==> src/rtl/fp_div_pkg.sv <==
// Shared types, constants and constant builders for the iterative divider.
package fp_div_pkg;

  // Divider control states.
  typedef enum logic [1:0] {
    IDLE = 2'd0,
    ITER = 2'd1,
    DONE = 2'd2
  } state_e;

  // Operand classification. Subnormals are flushed, so they read as zero.
  typedef struct packed {
    logic is_zero;
    logic is_inf;
    logic is_nan;
  } fp_class_t;

  // Widest packed format the constant builders below can produce.
  localparam int FP_MAX_W = 64;

  // Exponent bias 2^(expo_w-1)-1.
  function automatic int exp_bias(input int expo_w);
    return (1 << (expo_w - 1)) - 1;
  endfunction

  // Number of quotient bits: hidden bit, stored fraction, round bit.
  function automatic int quo_w(input int mant_w);
    return mant_w + 2;
  endfunction

  // Quiet NaN: sign 0, exponent all ones, fraction MSB set.
  function automatic logic [FP_MAX_W-1:0] qnan_bits(input int expo_w, input int mant_w);
    logic [FP_MAX_W-1:0] r;
    r = ((64'd1 << expo_w) - 64'd1) << mant_w;
    r = r | (64'd1 << (mant_w - 1));
    return r;
  endfunction

  // Signed infinity: exponent all ones, fraction zero.
  function automatic logic [FP_MAX_W-1:0] inf_bits(input logic sign, input int expo_w,
                                                   input int mant_w);
    logic [FP_MAX_W-1:0] r;
    r = ((64'd1 << expo_w) - 64'd1) << mant_w;
    r = r | ({63'd0, sign} << (expo_w + mant_w));
    return r;
  endfunction

  // Signed zero.
  function automatic logic [FP_MAX_W-1:0] zero_bits(input logic sign, input int expo_w,
                                                    input int mant_w);
    return {63'd0, sign} << (expo_w + mant_w);
  endfunction

endpackage

==> src/rtl/div_iter_step.sv <==
// One restoring-division step: compare, conditionally subtract, shift left.
module div_iter_step #(
  parameter int MANT_W = 23
) (
  input  logic [MANT_W+1:0] i_rem,
  input  logic [MANT_W:0]   i_mb,
  output logic              o_q_bit,
  output logic [MANT_W+1:0] o_rem
);

  localparam int RW = MANT_W + 2;

  logic [RW-1:0] w_mb_ext;
  logic [RW-1:0] w_diff;
  logic [RW-1:0] w_sel;

  // rem < 2*mb is invariant, so the shifted result always fits in RW bits.
  always_comb begin
    w_mb_ext = {1'b0, i_mb};
    w_diff   = i_rem - w_mb_ext;
    o_q_bit  = (i_rem >= w_mb_ext);
    w_sel    = o_q_bit ? w_diff : i_rem;
    o_rem    = w_sel << 1;
  end

endmodule

==> src/rtl/div_iter.sv <==
// Iterative restoring divider producing the unrounded rounder intermediate
// (sign_1, mant_2, expo_2, bit_s_record) plus a special-result bypass.
// Optional build macro DIV_ITER_EARLY_SPECIAL_EN: special operand pairs skip
// the iteration and report one cycle after acceptance.
//
// Handshake: an operand pair transfers on a clock edge where in_valid and
// in_ready are both high; a result transfers on an edge where out_valid and
// out_ready are both high. Once raised, out_valid and every result output
// hold steady until the result transfers.
module div_iter
  import fp_div_pkg::*;
#(
  parameter int SIGN_W = 1,
  parameter int EXPO_W = 8,
  parameter int MANT_W = 23
) (
  input  logic                       clk,
  input  logic                       rst,
  input  logic                       in_valid,
  output logic                       in_ready,
  input  logic [SIGN_W+EXPO_W+MANT_W-1:0] a,
  input  logic [SIGN_W+EXPO_W+MANT_W-1:0] b,
  output logic                       out_valid,
  input  logic                       out_ready,
  output logic                       sign_1,
  output logic [2*MANT_W+1:0]        mant_2,
  output logic [EXPO_W+1:0]          expo_2,
  output logic                       bit_s_record,
  output logic                       a_is_n0,
  output logic                       b_is_n0,
  output logic                       is_special,
  output logic [SIGN_W+EXPO_W+MANT_W-1:0] special_res,
  output logic                       invalid,
  output logic                       div_zero,
  output logic [1:0]                 o_dbg_state
);

  localparam int W     = SIGN_W + EXPO_W + MANT_W;
  localparam int QUO_W = quo_w(MANT_W);
  localparam int RW    = MANT_W + 2;
  localparam int CW    = $clog2(QUO_W);
  localparam logic [EXPO_W+1:0] BIAS     = (EXPO_W+2)'(exp_bias(EXPO_W));
  localparam logic [CW-1:0]     CNT_LAST = CW'(QUO_W - 1);
  localparam logic [W-1:0]      QNAN     = W'(qnan_bits(EXPO_W, MANT_W));

  // Operand fields.
  logic              w_sa, w_sb;
  logic [EXPO_W-1:0] w_ea, w_eb;
  logic [MANT_W-1:0] w_fa, w_fb;
  logic [MANT_W:0]   w_ma, w_mb;
  fp_class_t         w_ca, w_cb;

  // Capture-time results.
  logic              w_sign;
  logic              w_pre;
  logic [RW-1:0]     w_rem_init;
  logic [EXPO_W+1:0] w_expo;
  logic              w_spec, w_inv, w_dz;
  logic [W-1:0]      w_sres;

  // Iteration step.
  logic              w_q_bit;
  logic [RW-1:0]     w_step_rem;

  state_e            r_state, w_state_nxt;
  logic [CW-1:0]     r_cnt;
  logic [RW-1:0]     r_rem;
  logic [MANT_W:0]   r_mb;
  logic [QUO_W-1:0]  r_quo;
  logic              r_sign;
  logic [EXPO_W+1:0] r_expo;
  logic              r_a_n0, r_b_n0;
  logic              r_spec, r_inv, r_dz;
  logic [W-1:0]      r_sres;

  // Unpack and classify both operands; subnormals count as zero.
  always_comb begin
    w_sa = a[W-1];
    w_sb = b[W-1];
    w_ea = a[W-2:MANT_W];
    w_eb = b[W-2:MANT_W];
    w_fa = a[MANT_W-1:0];
    w_fb = b[MANT_W-1:0];
    w_ma = {1'b1, w_fa};
    w_mb = {1'b1, w_fb};
    w_ca.is_zero = (w_ea == '0);
    w_ca.is_inf  = (&w_ea) && (w_fa == '0);
    w_ca.is_nan  = (&w_ea) && (w_fa != '0);
    w_cb.is_zero = (w_eb == '0);
    w_cb.is_inf  = (&w_eb) && (w_fb == '0);
    w_cb.is_nan  = (&w_eb) && (w_fb != '0);
  end

  // Normalise the dividend so the first quotient bit is always 1, and form
  // the biased result exponent (may wrap negative or overflow).
  always_comb begin
    w_sign     = w_sa ^ w_sb;
    w_pre      = (w_ma < w_mb);
    w_rem_init = w_pre ? {w_ma, 1'b0} : {1'b0, w_ma};
    w_expo     = {2'b00, w_ea} - {2'b00, w_eb} + BIAS - {{(EXPO_W+1){1'b0}}, w_pre};
  end

  // Decide the special result, if any, in priority order.
  always_comb begin
    w_spec = 1'b0;
    w_inv  = 1'b0;
    w_dz   = 1'b0;
    w_sres = '0;
    if (w_ca.is_nan || w_cb.is_nan || (w_ca.is_zero && w_cb.is_zero) ||
        (w_ca.is_inf && w_cb.is_inf)) begin
      w_spec = 1'b1;
      w_inv  = 1'b1;
      w_sres = QNAN;
    end else if (w_cb.is_zero && !w_ca.is_inf) begin
      w_spec = 1'b1;
      w_dz   = 1'b1;
      w_sres = W'(inf_bits(w_sign, EXPO_W, MANT_W));
    end else if (w_ca.is_inf) begin
      w_spec = 1'b1;
      w_sres = W'(inf_bits(w_sign, EXPO_W, MANT_W));
    end else if (w_ca.is_zero || w_cb.is_inf) begin
      w_spec = 1'b1;
      w_sres = W'(zero_bits(w_sign, EXPO_W, MANT_W));
    end
  end

  div_iter_step #(
    .MANT_W (MANT_W)
  ) u_step (
    .i_rem   (r_rem),
    .i_mb    (r_mb),
    .o_q_bit (w_q_bit),
    .o_rem   (w_step_rem)
  );

  // State register.
  always_ff @(posedge clk) begin
    if (rst) begin
      r_state <= IDLE;
    end else begin
      r_state <= w_state_nxt;
    end
  end

  // Next-state logic.
  always_comb begin
    w_state_nxt = r_state;
    case (r_state)
      IDLE: begin
        if (in_valid) begin
`ifdef DIV_ITER_EARLY_SPECIAL_EN
          w_state_nxt = w_spec ? DONE : ITER;
`else
          w_state_nxt = ITER;
`endif
        end
      end
      ITER: begin
        if (r_cnt == CNT_LAST) begin
          w_state_nxt = DONE;
        end
      end
      DONE: begin
        if (out_ready) begin
          w_state_nxt = IDLE;
        end
      end
      default: w_state_nxt = IDLE;
    endcase
  end

  // Datapath: capture operands in IDLE, shift in one quotient bit per ITER cycle.
  always_ff @(posedge clk) begin
    if (rst) begin
      r_cnt  <= '0;
      r_rem  <= '0;
      r_mb   <= '0;
      r_quo  <= '0;
      r_sign <= 1'b0;
      r_expo <= '0;
      r_a_n0 <= 1'b0;
      r_b_n0 <= 1'b0;
      r_spec <= 1'b0;
      r_inv  <= 1'b0;
      r_dz   <= 1'b0;
      r_sres <= '0;
    end else if (r_state == IDLE && in_valid) begin
      r_cnt  <= '0;
      r_rem  <= w_rem_init;
      r_mb   <= w_mb;
      r_quo  <= '0;
      r_sign <= w_sign;
      r_expo <= w_expo;
      r_a_n0 <= !w_ca.is_zero;
      r_b_n0 <= !w_cb.is_zero;
      r_spec <= w_spec;
      r_inv  <= w_inv;
      r_dz   <= w_dz;
      r_sres <= w_sres;
    end else if (r_state == ITER) begin
      r_cnt  <= r_cnt + CW'(1);
      r_rem  <= w_step_rem;
      r_quo  <= {r_quo[QUO_W-2:0], w_q_bit};
    end
  end

  // Outputs come straight from registers, so they are stable in DONE.
  always_comb begin
    in_ready     = (r_state == IDLE);
    out_valid    = (r_state == DONE);
    sign_1       = r_sign;
    mant_2       = {1'b0, r_quo, {(MANT_W-1){1'b0}}};
    expo_2       = r_expo;
    bit_s_record = |r_rem;
    a_is_n0      = r_a_n0;
    b_is_n0      = r_b_n0;
    is_special   = r_spec;
    special_res  = r_sres;
    invalid      = r_inv;
    div_zero     = r_dz;
    o_dbg_state  = r_state;
  end

endmodule
==> config.mk <==
export PLATFORM = sky130hd
export DESIGN_NAME = div_iter
export DESIGN_NICKNAME = d
export VERILOG_FILES = /design/src/rtl/fp_div_pkg.sv /design/src/rtl/div_iter_step.sv /design/src/rtl/div_iter.sv
export SDC_FILE = /design/constraint.sdc
export NUM_CORES = 1
export LEC_CHECK = 0
export BUFFER_PORTS_ARGS = -buffer_cell sky130_fd_sc_hd__buf_4
export CAP_MARGIN = 10
export CELL_PAD_IN_SITES_DETAIL_PLACEMENT = 1
export CELL_PAD_IN_SITES_GLOBAL_PLACEMENT = 1
export CORE_MARGIN = 2
export CORE_UTILIZATION = 43
export DETAILED_ROUTE_END_ITERATION = 8
export GPL_ROUTABILITY_DRIVEN = 0
export PLACE_DENSITY = 0.94
export SETUP_SLACK_MARGIN = 0.02
export SLEW_MARGIN = 20
export SYNTH_ARGS = -nofsm -noshare
export SYNTH_HDL_FRONTEND = slang
export SYNTH_HIERARCHICAL = 1
export SYNTH_SLANG_ARGS = --single-unit
==> constraint.sdc <==
create_clock -name clk -period 5.74 [get_ports clk]
set_clock_uncertainty 0.1 [all_clocks]
set_input_delay 0.861 -clock clk [delete_from_list [all_inputs] [get_ports clk]]
set_output_delay 0.861 -clock clk [all_outputs]
set_load 0.03 [all_outputs]
==> results.ini, run 1 <==
[outcome]
status=complete, no violations

[sta]
finalWorstSetupSlack_ns=1.60
hold_viol_final=0
max_slew_margin_pct=35.4
rsz0062_at_grt=false
fin_hold_ws_ns=0.356
slew_viol_final=0
period_minus_slack_ns=4.14
setup_violations=0
finalCritPeriodShare_pct=72.2
final.setup.tns_ns=0
fmax_mhz=241
worst_pin_slew_ns=0.966

[logic_synthesis]
ys_top_cells_by_area=dfxtp_1, ha_1, nand2_1
postSynth.asyncResetShare_pct=0
synth-seq-area-share_pct=25.7
syn_area_um2=7700
netlist-cell-type-count=64
syn_area_per_cell_um2=7.10
synth_edf_count=0
synth_ff_type=dfxtp_1
ys_seq_elements=99
synth_top_area_cell=dfxtp_1
synth_warnings=6
synth_top_area_share_pct=25.7
synth_cells=1085

[clock_network]
cts_max_level=3
cts_root_buf=clkbuf_16
post_cts_buffers=0
clk_pin_slew_ns=0.08
hold_buffers=0
cts_buffer_depth=2
worst_skew_pair.late_latency_ns=0.36
numCtsBuffers=9
cts_tree=built
cts_resized=0
cts.sinks=99

[min_path]
hp-class=register to register

[place]
port-buffer-count=123
hpwlAfterDp_um=19700
dp_slack_ns=1.38
place_inst=1373

[floorplanning]
die_h_um=138
initial_core_util_pct=44.2
rows=48
core_um2=17400
die_x_um=138
io_pins=169
die-area_um2=19000

[global_routing]
grt_antenna_before_repair=0
gr-total-overflow=0
grt_pass1_vias=8291
grt_pass1_wl_um=42600
track_usage_pct=28.5
grt_max_degree=74

[setup_path]
end_kind=register
worst_setup_path_start_kind=input pin
worstPathArrival_ns=4.35
cp_max_fo=23
critPathRequiredTime_ns=5.94
r2r_setup_slack_ns=1.82
critPathKind=input pin to register

[detailed_routing]
vias_per_cell=5.81
wl_um=27100
top_layer_used=met4
dr_total_vias=8065
drtIter0Drc=583
wl_per_cell_um=19.5
wl_met2_um=13500
met3_length_um=1500
drc=0
antenna_left=0
wl_met1_um=11400
dr.pass1.iters=5

[run]
maxCapViolCount=0

[final_layout]
finalNonFillerCells=1388
syn2layout_area_growth_pct=14.7
layout-drive-gt1-share_pct=14.4
nets=1294
num_antenna_cells=0
final_util_pct=50.7

[power]
power.density_nw_per_um2=316
ir_drop_v=0.000169
p_leak_nw=3.85

[stage by stage]
| step | total power [mW] | instance area [µm²] |
|---|---|---|
| 4_1_cts | 2.76 | 8830 |
| 6_report | 2.79 | 8830 |
| 5_1_grt | 2.94 | 8830 |
| 3_3_place_gp | 1.98 | 8490 |
| 3_5_place_dp | 2.03 | 8490 |
| 2_1_floorplan | 1.73 | 7870 |
[synthesized netlist by cell type (18+ instances only)]
master and n:
nor3_1 78, xor2_1 18, nor2_1 69, or3_1 22
dfxtp_1 99, inv_1 72, clkbuf_1 29, buf_4 54
nor4_1 23, nand2b_1 25, ha_1 64, o21ai_0 40
buf_2 23, a21oi_1 117, nand2_1 179
[path summary, 6_finish.rpt]
kind | cells past startpoint | from | to
worst max-delay path | 18 | b[15] | expo_2[7]$_SDFFE_PP0P_
worst min-delay path | 2 | r_mb[15]$_SDFFE_PP0P_ | r_mb[15]$_SDFFE_PP0P_
worst max register to register | 13 | r_mb[12]$_SDFFE_PP0P_ | r_rem[3]$_SDFFE_PP0P_
worst min register to register | 2 | r_mb[15]$_SDFFE_PP0P_ | r_mb[15]$_SDFFE_PP0P_
[critical path: stages]
cell      delay, ns
buf_4          0.13
inv_1          0.09
ha_1           0.26
and2_0         0.20
a221o_1        0.32
nand2_1        0.09
and3_1         0.15
buf_4          0.27
nand2_1        0.12
ha_1           0.22
ha_1           0.22
fa_1           0.42
a21o_1         0.18
a21oi_1        0.22
o21bai_1       0.10
a21oi_1        0.24
nand4b_1       0.14
nand3_1        0.12
[cell families after synthesis]
family | count (synthesis) | share of synthesized area, %
buffers and inverters | 186 | 12.1
AOI/OAI and AO/OA | 222 | 17.2
adders and majority gates | 67 | 11.2
and+or+nand+nor | 472 | 29.4
DFF | 99 | 25.7
muxes | 3 | 0.406
xor gates and xnor gates | 34 | 3.87
other | 2 | 0.0975
[sequential cells by signal (all words and copies together) (netlist names)]
name and count:
sign_1 1, expo_2 10, r_cnt 5, r_rem 25
r_quo 25, a_is_n0 1, r_mb 24, b_is_n0 1
o_dbg_state 2, special_res 3, is_special 1, div_zero 1
[final cells by class]
type                    instances  area, µm²
clock buffers                   9        225
inverters                      73        274
flip-flops and latches         99       1980
well taps                     225        282
fillers                      2292       8580
repair buffers                132        991
multi-input cells             844       4960
clock inverters                 6        115
[per-layer routing]
| metal | global-route usage [%] | vias to the layer above |
|---|---|---|
| met2 | 50.2 | 319 |
| met4 | 9.13 | 0 |
| met1 | 36.4 | 3911 |
| met3 | 3.02 | 53 |
| li1 | - | 3782 |
| met5 | 0 | - |
[report_power, final]
part / internal [mW] / leakage, nW / switching [mW]
Combinational: 0.464 / 2.88 / 0.809
Clock: 0.426 / 0.162 / 0.286
Sequential: 0.743 / 0.811 / 0.0594
Total: 1.63 / 3.85 / 1.15
[cell usage in the layout (no fill, tap or decap), types with 40 or more instances in the layout]
master	instances
nand2_1	179
o21ai_0	40
buf_4	132
dfxtp_1	99
ha_1	64
conb_1	46
nor2_1	69
nor3_1	78
a21oi_1	117
inv_1	72
Note: power is estimated with default switching activity, not from simulation.
==> inputs of run 2 (changes only) <==
- CORE_UTILIZATION: 43 -> 36
- PLACE_DENSITY: 0.94 -> 0.84
- clock period: 5.74 -> 3.5 ns (I/O delays scaled with it)
==> results.ini, run 2 (synthesized netlist as in run 1, its figures left out) <==
[final_layout]
largest_registers=r_quo x25, r_rem x25, r_mb x24
final_cell_mix=buf_4, nand2_1, a21oi_1
num_antenna_cells=0  ; unchanged
final_common_cell=buf_4
layout-drive-gt1-share_pct=19.2  ; +4.8 points
syn2layout_area_growth_pct=21.3
seq_area_um2=1980  ; unchanged
n_fill_cell=2719  ; +19%
nets=1350  ; +4.3%
multi_input_area_um2=5020  ; +1.0%

[clock_network]
cts.sinks=99  ; unchanged
cts_buffer_depth=2  ; unchanged
numCtsBuffers=9  ; unchanged
cts_root_buf=clkbuf_16
worst_skew_pair.late_latency_ns=0.36  ; about the same
post_cts_buffers=0  ; unchanged
cts_tree=built
cts_max_level=3  ; unchanged
clk_pin_slew_ns=0.08  ; about the same
hold_buffers=0  ; unchanged

[detailed_routing]
drc=0  ; unchanged
wl_per_cell_um=17.1  ; -13%
antenna_left=0  ; unchanged
vias_per_cell=5.34  ; -8.2%
dr.pass1.iters=4  ; -1
drtIter0Drc=519  ; -11%
dr_total_vias=7976  ; -1.1%
wl_um=25500  ; -5.8%

[setup_path]
critPathKind=input pin to register
critPathSlowestCell=a2111oi_2
cp_max_fo=3  ; -87%
reg2reg_depth=13  ; unchanged
crit_path_frequent_cell=ha_1
worstPathArrival_ns=3.50  ; -0.85 ns
critPathRequiredTime_ns=3.65  ; -2.29 ns
end_kind=register
cp_cell_sequence=buf_4 -> ha_1 -> a21oi_1 -> nor2_1 -> a2111oi_2 -> a211o_1 -> nand2_1 -> ha_1 -> ha_1 -> fa_2 -> a21o_1 -> a21oi_2 -> o21bai_1 -> a21oi_1 -> or4_1 -> nand3_1
worst_setup_path_start_kind=input pin
slowest_delay_ns=0.41  ; about the same

[place]
hpwlAfterDp_um=20000  ; +1.4%
port-buffer-count=123  ; unchanged
dp_slack_ns=-0.324  ; -1.70 ns

[outcome]
status=complete, no violations

[sta]
finalCritPeriodShare_pct=95.7
hold_viol_final=0  ; unchanged
setup_violations=0  ; unchanged
max_slew_margin_pct=46.7  ; +11 points
finalWorstSetupSlack_ns=0.149  ; -1.45 ns
rsz0062_at_grt=true
fin_hold_ws_ns=0.327  ; -0.0285 ns
period_minus_slack_ns=3.35
fmax_mhz=298
final.setup.tns_ns=0  ; unchanged
worst_pin_slew_ns=0.797  ; -0.169 ns
slew_viol_final=0  ; unchanged

[power]
p_total_mw=4.55  ; +63%
pwr-share-seq_pct=28.7  ; about the same
p_int_mw=2.66  ; +63%
clkPwrFrac_pct=22.9  ; -2.6 points
p_leak_nw=4.11  ; +6.9%
power_switching_share_pct=41.5  ; +0.078 points
p_comb_share_pct=48.4  ; +2.7 points
p_switching_mw=1.89  ; +64%
ir_drop_v=0.000278  ; +65%
power.density_nw_per_um2=487  ; +54%

[global_routing]
grt_max_degree=75  ; +1.4%
gr-total-overflow=0  ; unchanged
grt_antenna_before_repair=0  ; unchanged
track_usage_pct=22.5  ; -6.1 points
grt_pass1_vias=7983  ; -3.7%
grt_pass1_wl_um=40600  ; -4.7%

[floorplanning]
die_x_um=150  ; +9.0%
initial_core_util_pct=36.6  ; -7.6 points
die-area_um2=22600  ; +19%
core_um2=21000  ; +21%
io_pins=169  ; unchanged
die_h_um=150  ; +9.0%
rows=53  ; +10%

[min_path]
hp-class=input pin to register
min_path_cells=2  ; unchanged

[run]
maxCapViolCount=0  ; unchanged

-- run 2: what timing repair did --
action | 4_1_cts | 5_1_grt
endpoints found under the setup margin | 0 | 6
hold endpoints to repair | 0 | 0
resized for setup | 0 | 10
-- run 2: path summary, 6_finish.rpt --
kind | from | end | slack, ns
worst max-delay path | a[5] | expo_2[7]$_SDFFE_PP0P_ | 0.15
worst max register to register | r_mb[15]$_SDFFE_PP0P_ | r_rem[21]$_SDFFE_PP0P_ | 0.18
worst min register to register | r_mb[7]$_SDFFE_PP0P_ | r_mb[7]$_SDFFE_PP0P_ | 0.36
worst min-delay path | in_valid | o_dbg_state[0]$_SDFFE_PP0P_ | 0.33
-- run 2: final cells by class --
cell class	instances	area share (%)
multi-input cells	844	53.7
flip-flops and latches	99	21.2
repair buffers	188	15.2
well taps	275	3.68
inverters	73	2.93
clock buffers	10	2.45
clock inverters	6	0.764
-- run 2: worst max-delay path: cells and delay by family --
family	cells	cell delay (ns)
compound gates	7	1.37
fa+ha+maj	4	1.10
simple gates	4	0.39
buf+inv	1	0.11
-- run 2: metal layers --
metal / track usage (%) / share of wire [%] / wire, µm / up-vias
met5: 0 / 0 / 0 / -
met4: 5.47 / 1.6 / 415 / 0
met3: 2.70 / 4.8 / 1230 / 26
met2: 39.4 / 49 / 12400 / 217
met1: 29.3 / 45 / 11400 / 3849
li1: - / - / - / 3884
-- run 2: stage by stage --
stage	instance area [µm²]	cells	util, %
3_3_place_gp	8990	1479	42.8
2_1_floorplan	7870	1129	-
3_5_place_dp	8990	1479	42.8
4_1_cts	9300	1495	44.2
6_report	9340	1495	44.4
5_1_grt	9340	1495	44.4
-- run 2: power groups by stage --
stage / Combinational, mW / Clock [mW] / Sequential, mW
2_1_floorplan: 1.48 / 0 / 1.36
3_3_place_gp: 2.06 / 0 / 1.33
3_5_place_dp: 2.12 / 0 / 1.33
4_1_cts: 2.15 / 1.06 / 1.31
5_1_grt: 2.42 / 1.10 / 1.32
6_report: 2.20 / 1.04 / 1.31
